===== src/rtl/sram_seq_pkg.sv =====
`default_nettype none
// ============================================================================
// Module      : sram_seq_pkg
// Description : Shared types and constants for the SRAM sequencing controller.
//               Holds the controller state encoding and the read-side
//               encoding (Q side via wl, QB side via wlb).
// Revision    : 1.0 - initial release
// ============================================================================
package sram_seq_pkg;

    typedef enum logic [2:0] {
        IDLE   = 3'd0,
        WRITE  = 3'd1,
        ACCESS = 3'd2,
        SENSE  = 3'd3,
        PRE    = 3'd4,
        RESP   = 3'd5
    } state_t;

    localparam logic SIDE_Q  = 1'b0;
    localparam logic SIDE_QB = 1'b1;

endpackage : sram_seq_pkg
`default_nettype wire


===== src/rtl/sram_row_decode.sv =====
`default_nettype none
// ============================================================================
// Module      : sram_row_decode
// Description : One-hot word-line decoder. Produces a ROWS-wide one-hot
//               vector for an in-range address when enabled; all zeros when
//               disabled or when the address is beyond the last row.
// Ports       : i_addr [ADDR_W] row address
//               i_en            decoder enable
//               o_row  [ROWS]   one-hot row select
// Revision    : 1.0 - initial release
// ============================================================================
module sram_row_decode #(
    parameter int ROWS   = 4,
    parameter int ADDR_W = 2
) (
    input  logic [ADDR_W-1:0] i_addr,
    input  logic              i_en,
    output logic [ROWS-1:0]   o_row
);

    // Only indices 0..ROWS-1 are compared, so an out-of-range address
    // matches nothing and the output stays all zeros.
    always_comb begin
        o_row = '0;
        for (int i = 0; i < ROWS; i++) begin
            if (i_en && (32'(i_addr) == 32'(i))) begin
                o_row[i] = 1'b1;
            end
        end
    end

endmodule : sram_row_decode
`default_nettype wire


===== src/rtl/sram_seq_ctrl.sv =====
`default_nettype none
// ============================================================================
// Module      : sram_seq_ctrl
// Description : Sequencer for a small 6T-style SRAM array. Accepts one
//               read / write / write-verify request at a time and drives
//               precharge, word lines, write drivers and sense amps through
//               timed phases, returning a single-cycle response for reads,
//               verifies and bad addresses.
// Ports       : clk, rst (async, active high)
//               req_valid/req_ready handshake; req_we, req_side, req_verify,
//               req_addr, req_wdata request fields
//               preb, w_en, write_bit, sae, wl, wlb, sense_in array interface
//               rsp_valid, rsp_data, rsp_err response
// Revision    : 1.0 - initial release
// ============================================================================
module sram_seq_ctrl
    import sram_seq_pkg::*;
#(
    parameter int DATA_W  = 8,
    parameter int ROWS    = 4,
    parameter int PRE_CYC = 1,
    parameter int WR_CYC  = 2,
    parameter int RD_CYC  = 2,
    localparam int ADDR_W = (ROWS > 1) ? $clog2(ROWS) : 1
) (
    input  logic              clk,
    input  logic              rst,
    input  logic              req_valid,
    output logic              req_ready,
    input  logic              req_we,
    input  logic              req_side,
    input  logic              req_verify,
    input  logic [ADDR_W-1:0] req_addr,
    input  logic [DATA_W-1:0] req_wdata,
    output logic              preb,
    output logic              w_en,
    output logic [DATA_W-1:0] write_bit,
    output logic              sae,
    output logic [ROWS-1:0]   wl,
    output logic [ROWS-1:0]   wlb,
    input  logic [DATA_W-1:0] sense_in,
    output logic              rsp_valid,
    output logic [DATA_W-1:0] rsp_data,
    output logic              rsp_err
);

    localparam int MAX_WR_RD = (WR_CYC > RD_CYC) ? WR_CYC : RD_CYC;
    localparam int MAX_CYC   = (PRE_CYC > MAX_WR_RD) ? PRE_CYC : MAX_WR_RD;
    localparam int CNT_W     = $clog2(MAX_CYC + 1);

    localparam logic [CNT_W-1:0] PRE_LD = CNT_W'(PRE_CYC - 1);
    localparam logic [CNT_W-1:0] WR_LD  = CNT_W'(WR_CYC - 1);
    localparam logic [CNT_W-1:0] RD_LD  = CNT_W'(RD_CYC - 1);

    state_t              r_state;
    state_t              w_nstate;
    logic [CNT_W-1:0]    r_cnt;
    logic [CNT_W-1:0]    w_cnt_nxt;
    logic                r_live;      // set on the first edge after reset release
    logic                r_we;
    logic                r_side;
    logic                r_verify;
    logic                r_rd_done;   // a sense phase has completed for this request
    logic [ADDR_W-1:0]   r_addr;
    logic [DATA_W-1:0]   r_wdata;
    logic [DATA_W-1:0]   r_cap;

    logic                w_accept;
    logic                w_req_ok;
    logic                w_side;
    logic [DATA_W-1:0]   w_sensed;
    logic                w_wl_en;
    logic                w_wlb_en;

    assign w_req_ok = (32'(req_addr) < 32'(ROWS));

    // The read-back of a verify always uses the Q side.
    assign w_side   = r_we ? SIDE_Q : r_side;
    assign w_sensed = (w_side == SIDE_QB) ? ~sense_in : sense_in;

    // ------------------------------------------------------------------
    // State register
    // ------------------------------------------------------------------
    always_ff @(posedge clk or posedge rst) begin
        if (rst) begin
            r_state <= IDLE;
            r_cnt   <= '0;
            r_live  <= 1'b0;
        end else begin
            r_state <= w_nstate;
            r_cnt   <= w_cnt_nxt;
            r_live  <= 1'b1;
        end
    end

    // ------------------------------------------------------------------
    // Next state, phase counter and array controls
    // ------------------------------------------------------------------
    always_comb begin
        w_nstate  = r_state;
        w_cnt_nxt = r_cnt;
        w_accept  = 1'b0;
        req_ready = 1'b0;
        preb      = 1'b0;
        w_en      = 1'b0;
        sae       = 1'b0;
        rsp_valid = 1'b0;
        write_bit = '0;
        w_wl_en   = 1'b0;
        w_wlb_en  = 1'b0;

        case (r_state)
            IDLE: begin
                req_ready = r_live;
                if (req_valid && r_live) begin
                    w_accept = 1'b1;
                    if (!w_req_ok) begin
                        w_nstate = RESP;
                    end else if (req_we) begin
                        w_nstate  = WRITE;
                        w_cnt_nxt = WR_LD;
                    end else begin
                        w_nstate  = ACCESS;
                        w_cnt_nxt = RD_LD;
                    end
                end
            end
            WRITE: begin
                preb      = 1'b1;
                w_en      = 1'b1;
                write_bit = r_wdata;
                w_wl_en   = 1'b1;
                w_wlb_en  = 1'b1;
                if (r_cnt == '0) begin
                    w_nstate  = PRE;
                    w_cnt_nxt = PRE_LD;
                end else begin
                    w_cnt_nxt = r_cnt - 1'b1;
                end
            end
            ACCESS: begin
                preb     = 1'b1;
                w_wl_en  = (w_side == SIDE_Q);
                w_wlb_en = (w_side == SIDE_QB);
                if (r_cnt == '0) begin
                    w_nstate = SENSE;
                end else begin
                    w_cnt_nxt = r_cnt - 1'b1;
                end
            end
            SENSE: begin
                preb      = 1'b1;
                sae       = 1'b1;
                w_wl_en   = (w_side == SIDE_Q);
                w_wlb_en  = (w_side == SIDE_QB);
                w_nstate  = PRE;
                w_cnt_nxt = PRE_LD;
            end
            PRE: begin
                if (r_cnt == '0) begin
                    if (r_rd_done) begin
                        w_nstate = RESP;
                    end else if (r_verify) begin
                        w_nstate  = ACCESS;
                        w_cnt_nxt = RD_LD;
                    end else begin
                        w_nstate = IDLE;
                    end
                end else begin
                    w_cnt_nxt = r_cnt - 1'b1;
                end
            end
            RESP: begin
                rsp_valid = 1'b1;
                w_nstate  = IDLE;
            end
            default: begin
                w_nstate = IDLE;
            end
        endcase
    end

    // ------------------------------------------------------------------
    // Request capture, sense capture and response registers
    // ------------------------------------------------------------------
    always_ff @(posedge clk or posedge rst) begin
        if (rst) begin
            r_we      <= 1'b0;
            r_side    <= SIDE_Q;
            r_verify  <= 1'b0;
            r_rd_done <= 1'b0;
            r_addr    <= '0;
            r_wdata   <= '0;
            r_cap     <= '0;
            rsp_data  <= '0;
            rsp_err   <= 1'b0;
        end else begin
            if (w_accept) begin
                r_we      <= req_we;
                r_side    <= req_side;
                r_verify  <= req_we & req_verify;
                r_addr    <= req_addr;
                r_wdata   <= req_wdata;
                r_rd_done <= 1'b0;
            end
            if (r_state == SENSE) begin
                r_cap     <= w_sensed;
                r_rd_done <= 1'b1;
            end
            // Response fields update only on entry to RESP and hold otherwise.
            if ((w_nstate == RESP) && (r_state != RESP)) begin
                if (r_state == IDLE) begin
                    rsp_data <= '0;
                    rsp_err  <= 1'b1;
                end else begin
                    rsp_data <= r_cap;
                    rsp_err  <= r_verify && (r_cap != r_wdata);
                end
            end
        end
    end

    // ------------------------------------------------------------------
    // Word-line decoders
    // ------------------------------------------------------------------
    sram_row_decode #(
        .ROWS   (ROWS),
        .ADDR_W (ADDR_W)
    ) u_dec_wl (
        .i_addr (r_addr),
        .i_en   (w_wl_en),
        .o_row  (wl)
    );

    sram_row_decode #(
        .ROWS   (ROWS),
        .ADDR_W (ADDR_W)
    ) u_dec_wlb (
        .i_addr (r_addr),
        .i_en   (w_wlb_en),
        .o_row  (wlb)
    );

endmodule : sram_seq_ctrl
`default_nettype wire


===== config.mk =====
export PLATFORM = sky130hd
export DESIGN_NAME = sram_seq_ctrl
export DESIGN_NICKNAME = d
export VERILOG_FILES = /design/src/rtl/sram_seq_pkg.sv /design/src/rtl/sram_row_decode.sv /design/src/rtl/sram_seq_ctrl.sv
export SDC_FILE = /design/constraint.sdc
export NUM_CORES = 1
export LEC_CHECK = 0
export CORE_ASPECT_RATIO = 2
export CORE_MARGIN = 5
export CORE_UTILIZATION = 30
export DETAILED_ROUTE_END_ITERATION = 8
export SLEW_MARGIN = 20
export SYNTH_ARGS = -nofsm -noshare
export SYNTH_HDL_FRONTEND = slang
export SYNTH_SLANG_ARGS = --single-unit

===== constraint.sdc =====
create_clock -name clk -period 3.8 [get_ports clk]
set_input_delay 1.14 -clock clk [delete_from_list [all_inputs] [get_ports clk]]
set_output_delay 1.14 -clock clk [all_outputs]
set_load 0.05 [all_outputs]

==> load_flow_metrics.sql <==
INSERT INTO impl_metrics (metric_group, metric, value, unit) VALUES
('min_path', 'worst_hold_startpoint', 'rsp_data[5]', ''),
('final_layout', 'multi_input_area', '916', 'um^2'),
('route', 'drt-vias-per-instance', '4.44', ''),
('clocking', 'clock_slew_at_reported_path_ffs', '50', 'ps'),
('timing', 'post-route-min-period', '3390', 'ps'),
('clocking', 'clock_tree.root_cell', 'clkbuf_16', ''),
('die', 'number_of_core_rows', '41', ''),
('pwr', 'power.switching_fraction', '46.3', '%'),
('pwr', 'pwr-share-clk', '15.1', '%'),
('timing', 'worst_pin_slew', '648', 'ps'),
('timing', 'timing.final.crit_share', '89.3', '%'),
('timing', 'finalSetupViolCount', '0', ''),
('route', 'drt_iter0_markers', '35', ''),
('die', 'initial_core_utilization', '30.6', '%'),
('synthesis', 'synthCells', '198', ''),
('pwr', 'power_leakage', '1.12', 'nW'),
('min_path', 'worstHoldPathCells', '2', ''),
('pwr', 'power.switching', '1.20', 'mW'),
('die', 'ioPinCount', '54', ''),
('global_route', 'grt_first_pass_wirelength', '7470', 'um'),
('global_route', 'grtUsageTotal', '12.3', '%'),
('synthesis', 'ys_ff_latch', '37', ''),
('clocking', 'post_cts_resized', '0', ''),
('synthesis', 'synth.yosys.seq_area_share', '48.4', '%'),
('setup_path', 'critical_path_peak_fanout', '13', ''),
('global_route', 'overflow', '0', ''),
('setup_path', 'worstPathRequired', '2660', 'ps'),
('placement', 'placedInstanceArea', '0.00252', 'mm^2'),
('synthesis', 'yosys.cell_types.count', '33', ''),
('placement', 'globalplace.congestion', '0.831', ''),
('global_route', 'vias_in_the_first_global_route', '1495', ''),
('clocking', 'cts_buffers', '5', ''),
('pwr', 'vdd_drop_max', '0.000394', 'V'),
('final_layout', 'final_layout_size_suffix_gt1_share', '12.2', '%'),
('job', 'max_cap_violations', '0', ''),
('synthesis', 'syn_area', '0.00191', 'mm^2'),
('synthesis', 'synth_area_per_cell', '9.67', 'um^2'),
('setup_path', 'worstSetupEndpointType', 'output port', ''),
('final_layout', 'insertedDiodeCount', '0', ''),
('final_layout', 'area_growth', '39.0', '%'),
('final_layout', 'layout.cell_area.non_filler', '0.00266', 'mm^2'),
('route', 'via_count', '1508', ''),
('placement', 'count_of_port_buffers_added_during_placement', '53', ''),
('synthesis', 'number_of_enable_flip_flop_cells_after_synthesis', '0', ''),
('timing', 'setup_total_negative_slack', '0', 'ps'),
('die', 'core', '0.00626', 'mm^2'),
('final_layout', 'nNetsFinal', '281', ''),
('route', 'drt_drc_violations_left', '0', ''),
('final_layout', 'register_area', '926', 'um^2'),
('setup_path', 'regToRegStartpoint', 'r_state[2]', ''),
('setup_path', 'worst_setup_start_kind', 'flop', ''),
('final_layout', 'filler_cell_count', '656', ''),
('clocking', 'post_cts_buffers', '0', ''),
('placement', 'hpwl', '3550', 'um'),
('pwr', 'power_density', '976', 'mW/mm^2'),
('route', 'detail_route.wirelength', '4550', 'um'),
('setup_path', 'regToRegSetupSlack', '1880', 'ps'),
('status', 'run_status', 'finished clean', ''),
('synthesis', 'syn_nets', '226', ''),
('timing', 'final_hold_viol_count', '0', ''),
('die', 'die-height', '123', 'um'),
('clocking', 'cts_hold_buf', '0', ''),
('timing', 'maxClockFrequency', '0.295', 'GHz'),
('die', 'die_width', '66.5', 'um'),
('global_route', 'grt_max_degree', '38', ''),
('timing', 'fin_hold_ws', '473', 'ps'),
('pwr', 'total_chip_power', '2.60', 'mW'),
('route', 'detail_route.wl_per_cell', '13.4', 'um'),
('synthesis', 'yosys_warnings', '0', ''),
('setup_path', 'critical_path_class', 'flop to output port', ''),
('route', 'route.antenna.remaining_nets', '0', '');
==> area by class of cell <==
| class | count | share of cell area (%) |
|---|---|---|
| sequential | 37 | 34.8 |
| tap | 86 | 4.04 |
| clock buffer | 6 | 4.84 |
| inverter | 6 | 0.846 |
| multi-input combinational | 146 | 34.4 |
| timing repair buffer | 57 | 20.7 |
| clock inverter | 2 | 0.376 |
==> logic make-up (layout without fill, tap and decap cells) <==
family / count (synthesis) / count (layout) / synth area share (%)
xor gates and xnor gates: 17 / 17 / 7.78
DFF: 37 / 37 / 48.4
muxes: 12 / 12 / 7.06
adders and majority gates: 4 / 4 / 2.61
buffers and inverters: 15 / 71 / 4.05
other: 1 / 1 / 0.196
AOI/OAI and AO/OA: 36 / 36 / 11.0
and+or+nand+nor: 76 / 76 / 18.9
==> worst max-delay path by stage <==
stage | end | slack (ps) | from | depth (start not counted)
6_report | write_bit[5] | 410 | r_state[1] | 5
5_1_grt | write_bit[2] | 290 | r_state[1] | 5
4_1_cts | write_bit[5] | 390 | r_state[1] | 5
3_5_place_dp | write_bit[0] | 700 | r_state[1] | 5
3_3_place_gp | write_bit[7] | 750 | r_state[1] | 5
2_1_floorplan | wl[1] | 350 | r_state[2] | 5
==> per-layer routing <==
layer  up-vias  track usage [%]  share of wire [%]
li1        767                -                  -
met1       706             13.8                 39
met2        29             21.7                 56
met3         6             2.45                2.9
met4         0             6.11                2.3
met5         -                0                  0
==> synthesized netlist by cell type (all sizes together), types with 2 or more instances <==
| master | n | share of area, % |
|---|---|---|
| xnor2 | 16 | 7.3 |
| o21ai | 24 | 6.3 |
| or3 | 2 | 0.92 |
| dfrtp | 37 | 48 |
| nand4 | 3 | 0.98 |
| mux2 | 12 | 7.1 |
| nand2b | 3 | 0.98 |
| nor3 | 3 | 0.78 |
| clkbuf | 2 | 0.39 |
| buf | 7 | 2.5 |
| a21oi | 3 | 0.78 |
| ha | 4 | 2.6 |
| o211ai | 2 | 0.78 |
| and2 | 9 | 2.9 |
| nor2 | 13 | 2.9 |
| inv | 6 | 1.2 |
| nor2b | 4 | 1.3 |
| nand2 | 36 | 7.1 |
==> cell usage in the layout, fill, tap and decap left out, types with 2 or more instances in the layout <==
cell / netlist / final
nand4_1: 3 / 3
ha_1: 4 / 4
mux2_2: 12 / 12
clkdlybuf4s50_1: 0 / 49
buf_4: 0 / 8
and2_1: 9 / 9
nor2_1: 12 / 12
o211ai_1: 2 / 2
nor2b_1: 4 / 4
nand2_1: 36 / 36
dfrtp_1: 37 / 37
o21ai_0: 24 / 24
nor3_1: 3 / 2
nand2b_1: 3 / 3
clkbuf_16: 0 / 5
inv_1: 6 / 6
xnor2_1: 16 / 16
clkinv_2: 0 / 2
a21oi_1: 3 / 3
==> power groups by stage <==
stage | registers, mW | logic, mW | clock network (mW)
final | 0.790 | 1.41 | 0.393
after floorplan | 0.879 | 0.935 | 0
after global routing | 0.823 | 1.52 | 0.425
after CTS | 0.790 | 1.44 | 0.408
after global placement | 0.791 | 1.42 | 0
after detailed placement | 0.798 | 1.44 | 0
==> sequential cells by signal, indices dropped and copies added, names as in the netlist, 2 cells and up <==
name,flops
r_addr,2
r_cap,8
r_cnt,2
r_state,3
r_wdata,8
rsp_data,8
==> per-stage QoR <==
step | std cells | worst slack, ps | utilization, %
after detailed placement | 332 | 697 | 40.3
after CTS | 340 | 394 | 42.5
final | 340 | 408 | 42.5
after global routing | 340 | 291 | 42.5
after floorplan | 198 | 353 | -
after global placement | 332 | 746 | 40.3
==> worst max-delay path: stages (launching register included) <==
cell	delay [ps]
dfrtp_1	520
nand2b_1	250
nor2_1	110
buf_4	160
and2_1	130
clkdlybuf4s50_1	800
Power figures use the tool's default switching activity.
